### src/rtl/vga_timing_gen.sv
// Raster timing generator: divides the board clock down to the pixel rate and
// produces scan position, registered sync/blank decode and line/frame pulses.
module vga_timing_gen #(
   parameter int DIV         = 4,
   parameter int H_TOTAL     = 800,
   parameter int H_SYNC      = 96,
   parameter int H_ACT_START = 144,
   parameter int H_ACT_END   = 784,
   parameter int V_TOTAL     = 525,
   parameter int V_SYNC      = 2,
   parameter int V_ACT_START = 35,
   parameter int V_ACT_END   = 515
) (
   input  logic       clk,
   input  logic       rst,
   output logic       pix_en,
   output logic [9:0] hCount,
   output logic [9:0] vCount,
   output logic       hSync,
   output logic       vSync,
   output logic       bright,
   output logic       line_start,
   output logic       frame_start
);

   localparam int            DW       = $clog2(DIV);
   localparam logic [DW-1:0] DIV_LAST = DW'(DIV - 1);
   localparam logic [9:0]    H_LAST   = 10'(H_TOTAL - 1);
   localparam logic [9:0]    V_LAST   = 10'(V_TOTAL - 1);
   localparam logic [9:0]    H_SYNC_C = 10'(H_SYNC);
   localparam logic [9:0]    V_SYNC_C = 10'(V_SYNC);
   localparam logic [9:0]    H_AS     = 10'(H_ACT_START);
   localparam logic [9:0]    H_AE     = 10'(H_ACT_END);
   localparam logic [9:0]    V_AS     = 10'(V_ACT_START);
   localparam logic [9:0]    V_AE     = 10'(V_ACT_END);

   logic [DW-1:0] r_div;
   logic [9:0]    r_h;
   logic [9:0]    r_v;
   logic          r_hsync;
   logic          r_vsync;
   logic          r_bright;
   logic          r_line_start;
   logic          r_frame_start;

   logic [DW-1:0] w_div_next;
   logic [9:0]    w_h_next;
   logic [9:0]    w_v_next;
   logic          w_div_last;
   logic          w_h_wrap;
   logic          w_frame_wrap;

   // Next-state counters; decode below uses these so outputs track the new position.
   always_comb begin
      w_div_last   = (r_div == DIV_LAST);
      w_h_wrap     = w_div_last && (r_h == H_LAST);
      w_frame_wrap = w_h_wrap && (r_v == V_LAST);

      if (w_div_last) begin
         w_div_next = {DW{1'b0}};
      end else begin
         w_div_next = r_div + DW'(1);
      end

      if (!w_div_last) begin
         w_h_next = r_h;
      end else if (w_h_wrap) begin
         w_h_next = 10'd0;
      end else begin
         w_h_next = r_h + 10'd1;
      end

      if (!w_h_wrap) begin
         w_v_next = r_v;
      end else if (r_v == V_LAST) begin
         w_v_next = 10'd0;
      end else begin
         w_v_next = r_v + 10'd1;
      end
   end

   // Counter, decode and pulse registers.
   always_ff @(posedge clk or negedge rst) begin
      if (!rst) begin
         r_div         <= {DW{1'b0}};
         r_h           <= 10'd0;
         r_v           <= 10'd0;
         r_hsync       <= 1'b0;
         r_vsync       <= 1'b0;
         r_bright      <= 1'b0;
         r_line_start  <= 1'b0;
         r_frame_start <= 1'b0;
      end else begin
         r_div         <= w_div_next;
         r_h           <= w_h_next;
         r_v           <= w_v_next;
         r_hsync       <= !(w_h_next < H_SYNC_C);
         r_vsync       <= !(w_v_next < V_SYNC_C);
         r_bright      <= (w_h_next >= H_AS) && (w_h_next < H_AE) &&
                          (w_v_next >= V_AS) && (w_v_next < V_AE);
         r_line_start  <= w_h_wrap;
         r_frame_start <= w_frame_wrap;
      end
   end

   assign pix_en      = w_div_last;
   assign hCount      = r_h;
   assign vCount      = r_v;
   assign hSync       = r_hsync;
   assign vSync       = r_vsync;
   assign bright      = r_bright;
   assign line_start  = r_line_start;
   assign frame_start = r_frame_start;

endmodule

### config.mk
export PLATFORM = sky130hd
export DESIGN_NAME = vga_timing_gen
export DESIGN_NICKNAME = d
export VERILOG_FILES = /design/src/rtl/vga_timing_gen.sv
export SDC_FILE = /design/constraint.sdc
export NUM_CORES = 1
export LEC_CHECK = 0
export CAP_MARGIN = 25
export CORE_ASPECT_RATIO = 1.4
export CORE_MARGIN = 3
export CORE_UTILIZATION = 51
export CTS_CLUSTER_SIZE = 12
export DETAILED_ROUTE_END_ITERATION = 10
export PLACE_DENSITY = 0.79
export SYNTH_ARGS = -nofsm -noshare
export SYNTH_HDL_FRONTEND = slang
export SYNTH_SLANG_ARGS = --single-unit
export TNS_END_PERCENT = 50
### constraint.sdc
create_clock -name clk -period 2.36 [get_ports clk]
set_clock_uncertainty 0.1 [all_clocks]
set_input_delay 0.59 -clock clk [delete_from_list [all_inputs] [get_ports clk]]
set_output_delay 0.59 -clock clk [all_outputs]
set_load 0.01 [all_outputs]
# ---- After elaboration in Yosys (flattened, before gate mapping)
# Cells that the tools add are included.
dict set report word_totals {
  in_bits 2
  out_inout_bits 26
  register_bits 27
  latchBits 0
  wordCells 32
  romBits 0
  mem_count 0
  mem_bits_rw 0
}
dict set report op_classes {
  shifts 0
  div 0
  n_mux 5
  n_reduce_logical 7
  bitwise_logic 0
  addsub 3
  n_lt_le_gt_ge 6
  multipliers 0
  n_eq_ne 3
}
# operator count
set ops {}
lappend ops {{10-bit two-way mux} 4}
lappend ops {{10-bit by 1-bit adder with 10-bit output, second input constant} 2}
lappend ops {{10-bit == test, second input constant} 2}
lappend ops {{10-bit less-than comparator, second input constant} 2}
lappend ops {{10-bit by 6-bit greater-or-equal comparator with 1-bit output, second input constant} 1}
lappend ops {{10-bit by 8-bit greater-or-equal comparator with 1-bit output, second input constant} 1}
lappend ops {{10-bit by 2-bit less-than comparator with 1-bit output, second input constant} 1}
lappend ops {{10-bit by 7-bit less-than comparator with 1-bit output, second input constant} 1}
lappend ops {{1-bit logical AND} 5}
lappend ops {{2-bit by 1-bit adder with 2-bit output, second input constant} 1}
lappend ops {{2-bit == test, second input constant} 1}
lappend ops {{1-bit zero test} 2}
lappend ops {{2-bit two-way mux} 1}

# ---- Longest topological paths before layout
dict set report depth {
  word_depth 8
  ltp_mapped 11
}

# ---- Least setup slack after synthesis
# OpenSTA, ideal clock, no wires.
dict set report synth_timing {
  path_type {reg-to-reg}
  start {register r_div[0]}
  end {register r_bright, in the netlist bright}
  slack_ns 0.176
  n_path_buf 1
  arrival_time_ns 1.961
  period_less_slack_ns 2.184
  setup_time_ns 0.123
  t_required_ns 2.137
  stages_incl_launch_ff 11
  cell_sequence {dfrtp_1 ha_1 and3_1 buf_4 nand4_4 inv_4 a211o_1 a31o_1 o21ai_1 a21o_1 a21oi_2}
}
dict set report synth_via {
  elab_chain_cells 8
  elab_cells_between_ends 12
  cone_classes {order compare (4); eq/ne (1); mux (3); reduce/logical (4)}
}
# item line
set synth_lines {}
lappend synth_lines {{start, declared} 37} ;# logic [DW-1:0] r_div;
lappend synth_lines {{start signal, assigned} 85} ;# r_div <= {DW{1'b0}};
lappend synth_lines {{start signal, assigned} 94} ;# r_div <= w_div_next;
lappend synth_lines {{2-bit == test *} 55} ;# w_div_last = (r_div == DIV_LAST);
lappend synth_lines {{net pix_en} 16} ;# output logic pix_en,
lappend synth_lines {{1-bit logical AND} 56} ;# w_h_wrap = w_div_last && (r_h == H_LAST);
lappend synth_lines {{10-bit two-way mux} 67} ;# end else if (w_h_wrap) begin
lappend synth_lines {{10-bit two-way mux} 65} ;# if (!w_div_last) begin
lappend synth_lines {{10-bit by 8-bit greater-or-equal comparator with 1-bit output / 10-bit less-than comparator (equally long branches)} 99} ;# r_bright <= (w_h_next >= H_AS) && (w_h_next < H_AE) &&
lappend synth_lines {{1-bit logical AND (2 in a row)} 99}
lappend synth_lines {{1-bit logical AND *} 100} ;# (w_v_next >= V_AS) && (w_v_next < V_AE);
lappend synth_lines {{end signal, assigned} 99}
lappend synth_lines {{end, declared} 42} ;# logic r_bright;
# The timed path passes the listed nets; every way through them passes the cells marked *.

# ---- Final worst setup path
dict set report layout_timing {
  start {register r_div[0]}
  end {output port pix_en}
}
dict set report layout_via {
  elab_chain_cells 1
}
# item line
set layout_lines {}
lappend layout_lines {{2-bit == test} 55}
lappend layout_lines {{end, declared} 16}
# Every way passes these cells.

==> impl_metrics.tcl <==
set metrics [dict create \
    cp.arrival_ns 1.59 \
    power_frac_seq_pct 69.0 \
    tns_ns 0 \
    start_kind "flop" \
    r2r_slack_ns 0.15 \
    grt_max_degree 28 \
    die_h_um 68.5 \
    cts_max_level 1 \
    numCtsBuffers 3 \
    rr_endpoint "bright$_DFF_PN0_" \
    relSlewSlack_pct 75.4 \
    cts_hold_buf 0 \
    vdd_drop_max_mv 0.366 \
    clock_latency_ns 0.32 \
    layout.nets 178 \
    rr_startpoint "r_div[0]$_DFF_PN0_" \
    hold-worst-slack_ns 0.339 \
    core_um2 2640 \
    wl_per_cell_um 15.2 \
    post_cts_buffers 0 \
    cp-end-kind "output pin" \
    synth_compound_area_share_pct 12.4 \
    async_flop_share_pct 100 \
    synthCells 138 \
    muxShareOfSynthArea_pct 1.41 \
    sw_frac_of_total_pct 21.2 \
    synth_fa_ha_area_share_pct 3.52 \
    clock-root-buffer "clkbuf_4" \
    p_leak_nw 0.825 \
    clkPwrFrac_pct 29.4 \
    yosysWarnings 0 \
    max_freq_mhz 438 \
    dr_total_vias 1174 \
    cts_tree "built" \
    hold_path.class "reg -> reg" \
    fp.dieW_um 50.6 \
    p_per_area_nw_per_um2 373 \
    place_hpwl_mm 2.32 \
    first_pass_iters 4 \
    p_int_mw 0.529 \
    synth_common_cells "dfrtp_1, nand2_1, nand3_1, inv_1, o21ai_0" \
    synth_top_area_cell "dfrtp_1" \
    synth_edf_count 0 \
    min_to "r_div[0]$_DFF_PN0_" \
    layout-drive-gt1-share_pct 12.3 \
    tightest_slew_ns 0.364 \
    status "completed" \
    ys_ff_latch 27 \
    viasPerCell 5.67 \
    drt_iter0_drc 59 \
    yosysTopAreaCellShare_pct 47.5 \
    grt_overflow 0 \
    yosysMostFrequentCell "dfrtp_1" \
    worst_ep_required_time_ns 1.67 \
    combPwrFrac_pct 1.6 \
    avgSynthCellArea_um2 10.3 \
    yosysUniqueCellTypes 39 \
    drt_wl_total_mm 3.14 \
    setup_viol 0 \
    grt_pass1_wl_mm 5.35 \
    antenna_left 0 \
    port_buffers 27 \
    syn_to_final_growth_pct 26.4 \
    drc 0 \
    gp_congestion 0.892 \
    rows 22 \
    grt_antenna_before_repair 0 \
    min_from "r_div[0]$_DFF_PN0_" \
    netlist_area_um2 1420 \
    io_pins 28 \
    slew_viol_final 0 \
    finalHoldViolations 0 \
    grt_pass1_vias 1188 \
    postCtsResizedCells 1 \
    clkTransAtPathRegs_ns 0.15 \
    antenna_cells 0 \
    synth-xor-area-share_pct 6.16 \
    yosys_most_used_dff "dfrtp_1" \
    p_switching_mw 0.142 \
    clock_path_buffers 2 \
    hold_depth 1 \
    initial_core_util_pct 53.8 \
    synth.net_count 144 \
    crit_fanout 7 \
    synthSimpleGateAreaFrac_pct 24.6 \
    fin_crit_ns 2.28 \
    die_area_um2 3470 \
    cts.sinks 27 \
    grt_usage_pct 20.6 \
    seq_area_frac_synth_pct 47.5 \
    fin_crit_sh_pct 96.8 \
    max_cap_viol_count 0 \
    synth_area_leaders "dfrtp_1, nand3_1, xor2_1" \
    path_class "reg -> out" \
    ff2ff_path_depth 8 \
    synth_top_family_by_area "simple AND/OR/NAND/NOR gates" \
    rsz0062_at_grt "false" \
]
-- worst max-delay path, cell delays in order (launching register included) --
cell and delay (ns):
dfrtp_1 0.41, ha_1 0.23, buf_4 0.16, clkdlybuf4s50_1 0.47
-- final cells by class --
cell class              count  area [um^2]
clock buffers               3         22.5
clock inverters             1         5.00
fillers                   225          846
inverters                  10         40.0
multi-input cells          98          701
flip-flops and latches     27          676
well taps                  36         45.0
repair buffers             32          308
-- metrics by stage --
stage                     setup WS (ns)  total power [mW]  cells  utilization (%)  area, um^2
after floorplan                   0.176             0.472    138                -        1420
after global placement            0.108             0.483    203             66.3        1750
after detailed placement         0.0121             0.483    203             66.3        1750
after CTS                        0.0673             0.680    207             67.6        1790
after global routing            0.00555             0.704    207             68.0        1800
final                            0.0759             0.671    207             68.0        1800
-- worst max path at each step --
stage                         from               end  slack, ns  cells after the start
6_report        r_div[0]$_DFF_PN0_            pix_en       0.08                      3
5_1_grt        vCount[0]$_DFF_PN0_  bright$_DFF_PN0_      0.006                      9
4_1_cts         r_div[0]$_DFF_PN0_            pix_en       0.07                      3
3_5_place_dp   vCount[0]$_DFF_PN0_   vSync$_DFF_PN0_       0.01                      9
3_3_place_gp   vCount[0]$_DFF_PN0_  bright$_DFF_PN0_       0.11                      9
2_1_floorplan   r_div[0]$_DFF_PN0_  bright$_DFF_PN0_       0.18                     10
-- per-layer routing --
metal	vias up	part of all wire [%]	global-route usage, %
met5	-	0	0
met2	44	55	36.1
li1	566	-	-
met1	560	40	24.6
met3	4	4.4	1.31
met4	0	0.86	13.1
-- cell families after synthesis --
| logic type | count (synthesis) |
|---|---|
| adders and majority gates | 4 |
| DFF | 27 |
| and+or+nand+nor | 57 |
| muxes | 2 |
| xor gates and xnor gates | 10 |
| AOI/OAI and AO/OA | 25 |
| buffers and inverters | 13 |
-- power by group through the flow --
stage          clock (mW)  sequential [mW]  combinational (mW)
3_3_place_gp            0            0.471              0.0114
2_1_floorplan           0            0.472         0.000000336
5_1_grt             0.229            0.463              0.0126
4_1_cts             0.205            0.463              0.0119
6_report            0.197            0.463              0.0110
3_5_place_dp            0            0.471              0.0119
-- state kept, by name, indices dropped and copies added, names as in the netlist --
register / count
bright: 1
frame_start: 1
hCount: 10
hSync: 1
line_start: 1
r_div: 2
vCount: 10
vSync: 1
-- cell usage in the layout, fill, tap and decap left out, types with 2 or more instances in the layout --
cell type	netlist	layout
ha_1	4	4
o21ai_0	9	8
xnor2_1	4	4
clkdlybuf4s50_1	0	27
o31ai_1	2	2
and2_1	3	3
mux2i_1	2	2
nor2_1	4	4
a21oi_2	2	2
clkbuf_4	0	3
buf_4	1	5
dfrtp_1	27	27
inv_1	9	9
nand2_1	12	12
xor2_1	6	6
o21ai_2	2	2
a31oi_1	2	2
nand4_1	8	8
and3_2	0	2
nor3_1	3	3
and3_1	6	4
o21ai_1	1	2
nand3_1	11	11
No activity file was read; power rests on OpenSTA's default activity.
